--- src/rtl/attack_eval.sv ---
`default_nettype none
// ============================================================================
// Module   : attack_eval
// Purpose  : Captures the two attack maps on a done edge. Scans them one rank
//            per cycle and produces a saturated White-minus-Black score.
// Revision : 1.0 - initial release
// ============================================================================
module attack_eval #(
    parameter int SCORE_WIDTH   = 16,
    parameter int CENTER_WEIGHT = 1,
    parameter int CHECK_PENALTY = 50
) (
    input  logic                          clk,
    input  logic                          reset,
    input  logic [63:0]                   white_is_attacking,
    input  logic [63:0]                   black_is_attacking,
    input  logic                          white_in_check,
    input  logic                          black_in_check,
    input  logic                          is_attacking_done,
    output logic                          eval_valid,
    output logic signed [SCORE_WIDTH-1:0] score,
    output logic [6:0]                    white_count,
    output logic [6:0]                    black_count,
    output logic                          busy,
    output logic                          overrun
);

    localparam logic [1:0] S_IDLE   = 2'd0;
    localparam logic [1:0] S_SCAN   = 2'd1;
    localparam logic [1:0] S_FINISH = 2'd2;

    localparam logic signed [31:0] c_center_weight = CENTER_WEIGHT;
    localparam logic signed [31:0] c_check_penalty = CHECK_PENALTY;
    localparam logic signed [32:0] c_sat_max = (33'sd1 <<< (SCORE_WIDTH - 1)) - 33'sd1;
    localparam logic signed [32:0] c_sat_min = -(33'sd1 <<< (SCORE_WIDTH - 1));

    function automatic logic [3:0] popcount8(input logic [7:0] b);
        logic [3:0] n;
        n = 4'd0;
        for (int i = 0; i < 8; i++) begin
            n = n + {3'd0, b[i]};
        end
        return n;
    endfunction

    logic [1:0]                   r_state;
    logic [1:0]                   w_next_state;
    logic                         r_done_q;
    logic                         w_start;
    logic [63:0]                  r_white_map;
    logic [63:0]                  r_black_map;
    logic                         r_white_chk;
    logic                         r_black_chk;
    logic [2:0]                   r_rank;
    logic [6:0]                   r_white_acc;
    logic [6:0]                   r_black_acc;
    logic [2:0]                   r_white_ctr;
    logic [2:0]                   r_black_ctr;
    logic                         r_eval_valid;
    logic signed [SCORE_WIDTH-1:0] r_score;
    logic [6:0]                   r_white_count;
    logic [6:0]                   r_black_count;
    logic                         r_overrun;

    logic [7:0]                   w_white_byte;
    logic [7:0]                   w_black_byte;
    logic                         w_center_rank;
    logic [1:0]                   w_white_center_add;
    logic [1:0]                   w_black_center_add;
    logic signed [31:0]           w_white_tot;
    logic signed [31:0]           w_black_tot;
    logic signed [31:0]           w_raw;
    logic signed [32:0]           w_raw_ext;
    logic signed [SCORE_WIDTH-1:0] w_score_sat;

    assign w_start = is_attacking_done & ~r_done_q;

    assign w_white_byte  = r_white_map[{r_rank, 3'b000} +: 8];
    assign w_black_byte  = r_black_map[{r_rank, 3'b000} +: 8];
    // Central squares d4/e4/d5/e5 sit on files 3 and 4 of ranks 3 and 4 only.
    assign w_center_rank      = (r_rank == 3'd3) || (r_rank == 3'd4);
    assign w_white_center_add = w_center_rank ? ({1'b0, w_white_byte[3]} + {1'b0, w_white_byte[4]}) : 2'd0;
    assign w_black_center_add = w_center_rank ? ({1'b0, w_black_byte[3]} + {1'b0, w_black_byte[4]}) : 2'd0;

    assign w_white_tot = $signed({25'd0, r_white_acc}) + c_center_weight * $signed({29'd0, r_white_ctr});
    assign w_black_tot = $signed({25'd0, r_black_acc}) + c_center_weight * $signed({29'd0, r_black_ctr});
    assign w_raw       = w_white_tot - w_black_tot
                       - (r_white_chk ? c_check_penalty : 32'sd0)
                       + (r_black_chk ? c_check_penalty : 32'sd0);
    assign w_raw_ext   = {w_raw[31], w_raw};

    always_comb begin
        w_score_sat = w_raw[SCORE_WIDTH-1:0];
        if (w_raw_ext > c_sat_max) begin
            w_score_sat = c_sat_max[SCORE_WIDTH-1:0];
        end else if (w_raw_ext < c_sat_min) begin
            w_score_sat = c_sat_min[SCORE_WIDTH-1:0];
        end
    end

    always_ff @(posedge clk or negedge reset) begin
        if (!reset) begin
            r_state <= S_IDLE;
        end else begin
            r_state <= w_next_state;
        end
    end

    always_comb begin
        w_next_state = r_state;
        case (r_state)
            S_IDLE:   if (w_start) w_next_state = S_SCAN;
            S_SCAN:   if (r_rank == 3'd7) w_next_state = S_FINISH;
            S_FINISH: w_next_state = S_IDLE;
            default:  w_next_state = S_IDLE;
        endcase
    end

    always_comb begin
        busy = (r_state != S_IDLE);
    end

    always_ff @(posedge clk or negedge reset) begin
        if (!reset) begin
            r_done_q      <= 1'b0;
            r_white_map   <= 64'd0;
            r_black_map   <= 64'd0;
            r_white_chk   <= 1'b0;
            r_black_chk   <= 1'b0;
            r_rank        <= 3'd0;
            r_white_acc   <= 7'd0;
            r_black_acc   <= 7'd0;
            r_white_ctr   <= 3'd0;
            r_black_ctr   <= 3'd0;
            r_eval_valid  <= 1'b0;
            r_score       <= '0;
            r_white_count <= 7'd0;
            r_black_count <= 7'd0;
            r_overrun     <= 1'b0;
        end else begin
            r_done_q     <= is_attacking_done;
            r_eval_valid <= 1'b0;
            // Any start edge seen outside IDLE (FINISH included) is lost.
            if (w_start && (r_state != S_IDLE)) begin
                r_overrun <= 1'b1;
            end
            case (r_state)
                S_IDLE: begin
                    if (w_start) begin
                        r_white_map <= white_is_attacking;
                        r_black_map <= black_is_attacking;
                        r_white_chk <= white_in_check;
                        r_black_chk <= black_in_check;
                        r_rank      <= 3'd0;
                        r_white_acc <= 7'd0;
                        r_black_acc <= 7'd0;
                        r_white_ctr <= 3'd0;
                        r_black_ctr <= 3'd0;
                    end
                end
                S_SCAN: begin
                    r_white_acc <= r_white_acc + {3'd0, popcount8(w_white_byte)};
                    r_black_acc <= r_black_acc + {3'd0, popcount8(w_black_byte)};
                    r_white_ctr <= r_white_ctr + {1'b0, w_white_center_add};
                    r_black_ctr <= r_black_ctr + {1'b0, w_black_center_add};
                    r_rank      <= r_rank + 3'd1;
                end
                S_FINISH: begin
                    r_score       <= w_score_sat;
                    r_white_count <= r_white_acc;
                    r_black_count <= r_black_acc;
                    r_eval_valid  <= 1'b1;
                end
                default: ;
            endcase
        end
    end

    assign eval_valid  = r_eval_valid;
    assign score       = r_score;
    assign white_count = r_white_count;
    assign black_count = r_black_count;
    assign overrun     = r_overrun;

endmodule
`default_nettype wire

--- config.mk ---
export PLATFORM = sky130hd
export DESIGN_NAME = attack_eval
export DESIGN_NICKNAME = d
export VERILOG_FILES = /design/src/rtl/attack_eval.sv
export SDC_FILE = /design/constraint.sdc
export NUM_CORES = 1
export LEC_CHECK = 0
export ABC_AREA = 1
export BUFFER_PORTS_ARGS = -buffer_cell sky130_fd_sc_hd__buf_2
export CORE_UTILIZATION = 48
export CTS_BUF_LIST = sky130_fd_sc_hd__clkbuf_4 sky130_fd_sc_hd__clkbuf_8
export DETAILED_ROUTE_END_ITERATION = 8
export PLACE_DENSITY = 0.77
export SETUP_SLACK_MARGIN = 0.05
export SYNTH_ARGS = -nofsm -noshare
export SYNTH_HDL_FRONTEND = slang
export SYNTH_SLANG_ARGS = --single-unit
--- constraint.sdc ---
create_clock -name clk -period 6 [get_ports clk]
set_input_delay 0 -clock clk [delete_from_list [all_inputs] [get_ports clk]]
set_output_delay 0 -clock clk [all_outputs]
set_load 0.01 [all_outputs]
==> out/results.ini, run 1 <==
[clocking]
cts.sinks = 183
clock-root-buffer = clkbuf_8
cts_tree = built
clk_latency_ps = 480
cts_buffer_depth = 2
clk_pin_slew_ps = 100
htreeDepth = 4
numCtsBuffers = 17

[worst_setup_path]
critPathBufInv = 5
critical_path_class = reg -> reg
slowest_stage = inv_1
regToRegSetupSlack_ps = 1300
path_cells = buf_4 -> inv_1 -> o21ai_0 -> o22ai_1 -> nand2_1 -> nand2_1 -> fa_1 -> fa_1 -> fa_1 -> fa_1 -> inv_1 -> fa_1 -> inv_1 -> nand3_1 -> nand2_1 -> nand2_1 -> o21ai_0 -> inv_1
r2r_start = r_rank[1]
max_stage_delay_ps = 650
rr_worst_depth = 18
cp_max_fo = 34
cp.required_ps = 6380
path_delay_family = adder cells
startpoint_type = register
arrival_ps = 5080
worst_r2r_endpoint = r_black_acc[4]
crit_top_cell = fa_1
cp-end-kind = register

[logic_synthesis]
synth_largest_area_cell = dfrtp_1
synthesis.nets = 1453
ys_seq_elements = 183
synthCells = 1255
seq_area_frac_synth = 0.4674
synth.avg_cell_area_sq_um = 7.806
ys_types = 33
yosys-top-cells-area = dfrtp_1 (47%), nand2_1 (23%), ha_1 (5.5%)
syn-cell-area_sq_um = 9797
ys_warn_count = 0
yosysTopAreaCellShare = 0.4674

[flow_run]
max_cap_violations = 0

[die]
die-area_sq_um = 20990
initial_utilization = 0.4969
die_x_um = 144.9
die-height_um = 144.9
io-pin-count = 166
coreArea_sq_um = 19720
rows = 51

[status]
status = complete, no violations

[final_layout]
multi_input_area_sq_um = 4514
syn_to_final_growth_pct = 26.58
seq_area_sq_um = 4581
final_area_sq_um = 12400
fillers = 1659
final_util = 0.6289
post_route_cells_drive_above_1_share = 0.1420
fin_nets = 1713
final_cell_mix = nand2_1 (590), dfrtp_1 (182), buf_2 (164)
fin_cells = 1793
layout_commonest_cell = nand2_1
antenna_cells = 0

[timing]
fin_crit_sh = 0.7829
rsz0062_at_grt = no
fin_crit_ps = 4697
fin_worst_skew_ps = 14.72
tightest_slew_ps = 1074
slew_headroom = 0.2842
fmaxAchievable_ghz = 0.2129
finalMaxSlewViolations = 0
hold_viol_final = 0
finalSetupTns_ps = 0
setup_viol = 0

[grt]
antenna_found_initial = 0
track_usage = 0.2704
grt_start_max_net_pins = 109
grt-ovfl-total = 0
grt_first_pass_wirelength_um = 43260
grt_pass1_vias = 8873

[placement]
place_congestion = 0.8965
post_dp_cell_area_sq_um = 10680
dp_cells = 1629
place_hpwl_um = 17130
portBuffers = 165

[hold_path]
worstHoldStart = is_attacking_done
min_to = r_done_q
hold_class = in -> reg
hold_path_depth = 2

[routing]
wl_um = 26850
drtAntennaViolNets = 0
post-route-drc-count = 0
avgViaCountPerCell = 5.102
wl_per_cell_um = 14.97
drt_iter0_drc = 641
dr.pass1.iters = 5
vias = 9147

## repair_timing
| action | in CTS | in global routing |
|---|---|---|
| hold buffers | 132 | 0 |
| hold endpoints to repair | 237 | 0 |
| gates resized for setup | 0 | 0 |
| buffers inserted | 0 | 0 |
| setup endpoints to repair | 0 | 0 |
## metrics by stage
step / hold slack (ps) / setup WS [ps]
2_1_floorplan: -295.6 / 2128
3_3_place_gp: 126.1 / 1524
3_5_place_dp: 128.8 / 1334
4_1_cts: 171.6 / 1316
5_1_grt: 179.0 / 868.7
6_report: 181.6 / 1303
## state kept, by name, indices dropped and copies added (netlist names)
name         cells
r_black_map     64
r_white_map     64
score           11
black_count      7
r_black_acc      7
r_white_acc      7
white_count      7
r_black_ctr      3
r_rank           3
r_white_ctr      3
r_state          2
eval_valid       1
overrun          1
r_black_chk      1
r_done_q         1
r_white_chk      1
## final cells by class
cell class                 count  area share
timing repair buffer         305      0.1785
clock buffer                  18     0.01947
multi-input combinational    913      0.3640
tap                          265     0.02674
clock inverter                14     0.01292
inverter                      95     0.02896
sequential                   183      0.3694
## worst max-delay path by stage
stage | startpoint | end | slack [ps] | cells after the start
2_1_floorplan | r_white_acc[0] | score[5] | 2130 | 18
3_3_place_gp | r_rank[1] | r_black_acc[4] | 1520 | 18
3_5_place_dp | r_rank[1] | r_white_acc[4] | 1330 | 18
4_1_cts | r_rank[1] | r_white_acc[4] | 1320 | 18
5_1_grt | r_rank[1] | r_black_acc[4] | 870 | 18
6_report | r_rank[1] | r_black_acc[4] | 1300 | 18
## Yosys cell counts
cell	number
inv_1	90
nor2_2	2
nand2_1	590
ha_1	43
a21oi_1	8
o22ai_1	26
o21ai_1	12
xnor2_1	3
fa_1	22
nand4_1	2
buf_2	23
nand2_4	1
nor2_4	1
clkinv_1	1
nor2_1	55
inv_4	1
nand3_1	67
dfrtp_1	183
buf_1	1
buf_6	2
a211oi_1	1
mux2i_1	1
xor2_1	5
inv_2	3
buf_4	16
nand3b_1	1
clkbuf_1	22
a31oi_1	1
nand2_2	1
o21ai_0	67
or2_2	2
and2_1	1
a21o_1	1
## routing by layer
| metal | GRT usage | part of all wire | vias to the layer above |
|---|---|---|---|
| met5 | 0 | 0 | - |
| met4 | 0.09861 | 0.024 | 0 |
| met3 | 0.04936 | 0.054 | 56 |
| met2 | 0.4547 | 0.49 | 319 |
| met1 | 0.3484 | 0.43 | 4344 |
| li1 | - | - | 4428 |
## cell families (layout without fill, tap and decap cells)
group	after synthesis	after routing	synth area share
AOI/OAI and AO/OA	116	116	0.06322
buffers and inverters	159	432	0.07177
xor gates and xnor gates	8	8	0.007152
DFF	183	183	0.4674
and+or+nand+nor	723	723	0.2895
adders and majority gates	65	65	0.09987
muxes	1	1	0.001022
Power of run 1 is not shown: default switching activity piles up to over one toggle a cycle in this logic, so the estimate is an artifact.
==> run 2: changes to the inputs <==
Clock period 6 ns to 4.83 ns, I/O delays scaled along.
==> run 2 against run 1 <==
Net effect: critical path depth stayed put; via count up 0.56%; critical endpoint is now r_white_acc[6]; clock-buffer cell count up 2; first-iteration DRC count decreased by 3.7%; design area increased by 0.26%; register-to-register slack got worse by 830 ps.
==> out/results.ini, run 2 (synthesis gave the netlist of run 1 again) <==
[grt]
grt-ovfl-total = 0
track_usage = 0.2731
grt_first_pass_wirelength_um = 43680
grt_pass1_vias = 8947
antenna_found_initial = 0
grt_start_max_net_pins = 137

[placement]
place_hpwl_um = 17150
place_congestion = 0.8651
dp_cells = 1630
portBuffers = 165

[worst_setup_path]
slowest_stage = fa_1
cp.required_ps = 5190
startpoint = r_rank[0]
cp-end-kind = register
path_depth = 18
max_stage_delay_ps = 520
critPathBufInv = 4
startpoint_type = register
worstSetupEndpoint = r_white_acc[6]
rr_worst_depth = 18
crit_top_cell = fa_1
arrival_ps = 4710
path_delay_family = adder cells
r2r_start = r_rank[0]
critical_path_class = reg -> reg
cp_max_fo = 65
regToRegSetupSlack_ps = 480
worst_r2r_endpoint = r_white_acc[6]
path_cells = buf_4 -> o21ai_0 -> o22ai_1 -> nand2_1 -> nand2_1 -> fa_1 -> fa_1 -> fa_1 -> fa_1 -> inv_1 -> fa_1 -> inv_1 -> nand3_1 -> nand2_1 -> nand3_1 -> o21ai_1 -> o21ai_1 -> inv_1

[final_layout]
antenna_cells = 0
final_cell_mix = nand2_1 (590), dfrtp_1 (182), buf_2 (164)
seq_area_sq_um = 4581
syn_to_final_growth_pct = 26.91
final_util = 0.6306
fillers = 1656
layout_commonest_cell = nand2_1
multi_input_area_sq_um = 4514
post_route_cells_drive_above_1_share = 0.1420
fin_nets = 1714
fin_cells = 1793

[die]
io-pin-count = 166
coreArea_sq_um = 19720
die_x_um = 144.9
die-area_sq_um = 20990
initial_utilization = 0.4969
die-height_um = 144.9
rows = 51

[timing]
finalSetupTns_ps = 0
fmaxAchievable_ghz = 0.2297
rsz0062_at_grt = no
tightest_slew_ps = 1217
fin_crit_ps = 4353
fin_worst_skew_ps = 12.55
setup_viol = 0
fin_crit_sh = 0.9012
slew_headroom = 0.1888
finalMaxSlewViolations = 0
hold_viol_final = 0

[hold_path]
hold_class = in -> async

[routing]
post-route-drc-count = 0
dr.pass1.iters = 5
wl_um = 27160
wl_met2_um = 13450
wl_met1_um = 11040
drtAntennaViolNets = 0
drt_iter0_drc = 617
avgViaCountPerCell = 5.130
wl_per_cell_um = 15.15
vias = 9198
wl_met3_um = 1793
topRoutingLayerUsed = met4

[clocking]
clk_latency_ps = 470
cts_buffer_depth = 2
cts.sinks = 183
clk_pin_slew_ps = 100
cts_tree = built
cts_setup_buffers = 0
htreeDepth = 4
numCtsBuffers = 17
clock-root-buffer = clkbuf_8

[status]
status = complete, no violations

[flow_run]
max_cap_violations = 0

run 2: repair_timing:
action / 4_1_cts / 5_1_grt
hold buffers: 132 / 0
hold endpoints to repair: 239 / 0
gates resized for setup: 0 / 0
run 2: final cells by class:
class	instances	share of cell area
Clock buffer	20	0.02113
Clock inverter	11	0.01318
Inverter	95	0.02888
Multi-Input combinational cell	913	0.3631
Sequential cell	183	0.3684
Tap cell	265	0.02667
Timing Repair Buffer	306	0.1786
run 2: worst min path at each step:
stage | start | endpoint | slack (ps) | depth (start not counted)
after global routing | is_attacking_done | r_done_q | 200 | 2
after global placement | is_attacking_done | r_done_q | 130 | 1
after detailed placement | is_attacking_done | r_done_q | 130 | 1
after floorplan | reset | black_count[0] | -300 | 0
after CTS | is_attacking_done | r_done_q | 170 | 2
final | reset | score[8] | 180 | 2
run 2: per-layer routing:
metal	up-vias	global-route usage
met4	0	0.1197
met3	79	0.05100
met2	385	0.4588
li1	4420	-
met5	-	0
met1	4314	0.3436
run 2: stage by stage:
step                worst slack [ps]  area, sq um  hold slack, ps
CTS                            505.3        12430           169.2
finish                         477.3        12430           175.2
detailed placement             535.3        10690           129.2
floorplan                      957.7         9797          -295.6
global placement               650.0        10690           126.5
global route                   175.0        12430           201.7
run 2: worst reg2reg max path, cell delays in order, from the launching register on:
cell	delay, ps
dfrtp_2	370
buf_4	500
o21ai_0	240
o22ai_1	180
nand2_1	90
nand2_1	90
fa_1	430
fa_1	520
fa_1	520
fa_1	480
inv_1	100
fa_1	210
inv_1	60
nand3_1	60
nand2_1	70
nand3_1	90
o21ai_1	70
o21ai_1	110
inv_1	40
Power of run 2 is left out for the same reason.
==> run 3: changes to the inputs <==
Settings changed: CORE_UTILIZATION 48 to 55, PLACE_DENSITY 0.77 to 0.85.
==> run 3 against run 2 <==
Net effect: clock skew is 3.4 ps higher; clock-buffer cell count rose by 3; non-clock buffer count increased by 3; register-to-register slack better by 20 ps; global-route usage grew 4.9 points; hold slack worse by 71 ps; highest routed layer unchanged; worst setup slack better by 24 ps; design area decreased by 0.19%; fmax rose by 0.55%; flip-flop and latch count unchanged; critical path type unchanged; sequential share of layout area is 0.071 points higher.
==> out/results.ini, run 3 (synthesis gave the netlist of run 1 again) <==
[status]
status = complete, no violations

[grt]
antenna_found_initial = 2
grt-ovfl-total = 0
grt_pass1_vias = 9184
grt_start_max_net_pins = 98
grt_first_pass_wirelength_um = 45150
track_usage = 0.3218

[timing]
tightest_slew_ps = 919.4
fin_worst_skew_ps = 15.92
finalMaxSlewViolations = 0
setup_viol = 0
finalSetupTns_ps = 0
fmaxAchievable_ghz = 0.2310
fin_crit_ps = 4329
fin_crit_sh = 0.8962
hold_viol_final = 0
rsz0062_at_grt = no
slew_headroom = 0.3871

[routing]
drtAntennaViolNets = 0
drt_iter0_drc = 925
vias = 9428
wl_per_cell_um = 15.98
dr.pass1.iters = 6
avgViaCountPerCell = 5.360
wl_um = 28120
post-route-drc-count = 0

[worst_setup_path]
critical_path_class = reg -> reg
startpoint_type = register
cp.required_ps = 5200
startpoint = r_rank[0]
cp-end-kind = register
arrival_ps = 4700
cp_max_fo = 30
r2r_start = r_rank[0]

[clocking]
cts_buffer_depth = 2
clk_latency_ps = 480
cts_tree = built
htreeDepth = 4
cts.sinks = 183
clock-root-buffer = clkbuf_8
cts_resized = 0
clk_pin_slew_ps = 90
cts_setup_buffers = 0
numCtsBuffers = 17

[flow_run]
max_cap_violations = 0

[placement]
portBuffers = 165
place_hpwl_um = 17080
post_dp_cell_area_sq_um = 10670
place_congestion = 0.8853

[final_layout]
final_cell_mix = nand2_1 (590), dfrtp_1 (182), buf_2 (164)
final_area_sq_um = 12410
post_route_cells_drive_above_1_share = 0.1443
syn_to_final_growth_pct = 26.67
fin_nets = 1717
multi_input_area_sq_um = 4514
final_util = 0.7150
seq_area_sq_um = 4581
fillers = 1235
layout_commonest_cell = nand2_1

[die]
die_x_um = 135.5
die-height_um = 135.5
initial_utilization = 0.5644
io-pin-count = 166
die-area_sq_um = 18350
coreArea_sq_um = 17360
rows = 48

[hold_path]
hold_class = in -> async

## run 3: area by class of cell
type	count	area share
Sequential cell	183	0.3691
Multi-Input combinational cell	913	0.3638
Timing Repair Buffer	309	0.1818
Inverter	95	0.02894
Clock buffer	23	0.02400
Tap cell	225	0.02269
Clock inverter	9	0.009276
Antenna cell	2	0.0004033
## run 3: critical path, cell delays in order (launching register included)
cell and delay (ps):
dfrtp_2 550, inv_2 410, o21ai_0 160, o22ai_1 150, nand2_1 80, nand2_1 100
fa_1 440, fa_1 520, fa_1 520, fa_1 490, inv_1 100, fa_1 210
inv_1 50, nand3_1 70, nand2_1 70, nand3_1 80, o21ai_1 70, o21ai_1 110
inv_1 50
## run 3: timing repair
| item | in CTS | in global routing |
|---|---|---|
| hold buffers | 132 | 0 |
| endpoints found under the hold margin | 218 | 0 |
| setup endpoints to repair | 0 | 0 |
## run 3: worst paths after layout
check / end / cells past startpoint / slack, ps
max: r_white_acc[6] / 18 / 500
min: score[14] / 2 / 100
max reg2reg: r_white_acc[6] / 18 / 500
min reg2reg: overrun / 1 / 460
max in group asynchronous: r_rank[0] / 3 / 3710
min in group clk: r_done_q / 2 / 200
## run 3: per-stage QoR
step                std cells  hold slack, ps  setup WS [ps]
detailed placement       1593           98.42          561.7
floorplan                1255          -295.6          957.7
global route             1759           182.8          188.1
finish                   1759           104.6          501.3
CTS                      1757           159.8          544.0
global placement         1593           92.10          676.3
## run 3: per-layer routing
metal  vias to the layer above  GRT usage  part of all wire
met4                         0     0.1417             0.038
met3                        95    0.06584             0.068
met5                         -          0                 0
li1                       4432          -                 -
met1                      4449     0.3948              0.40
met2                       452     0.5487              0.50
Power of run 3 is left out for the same reason.
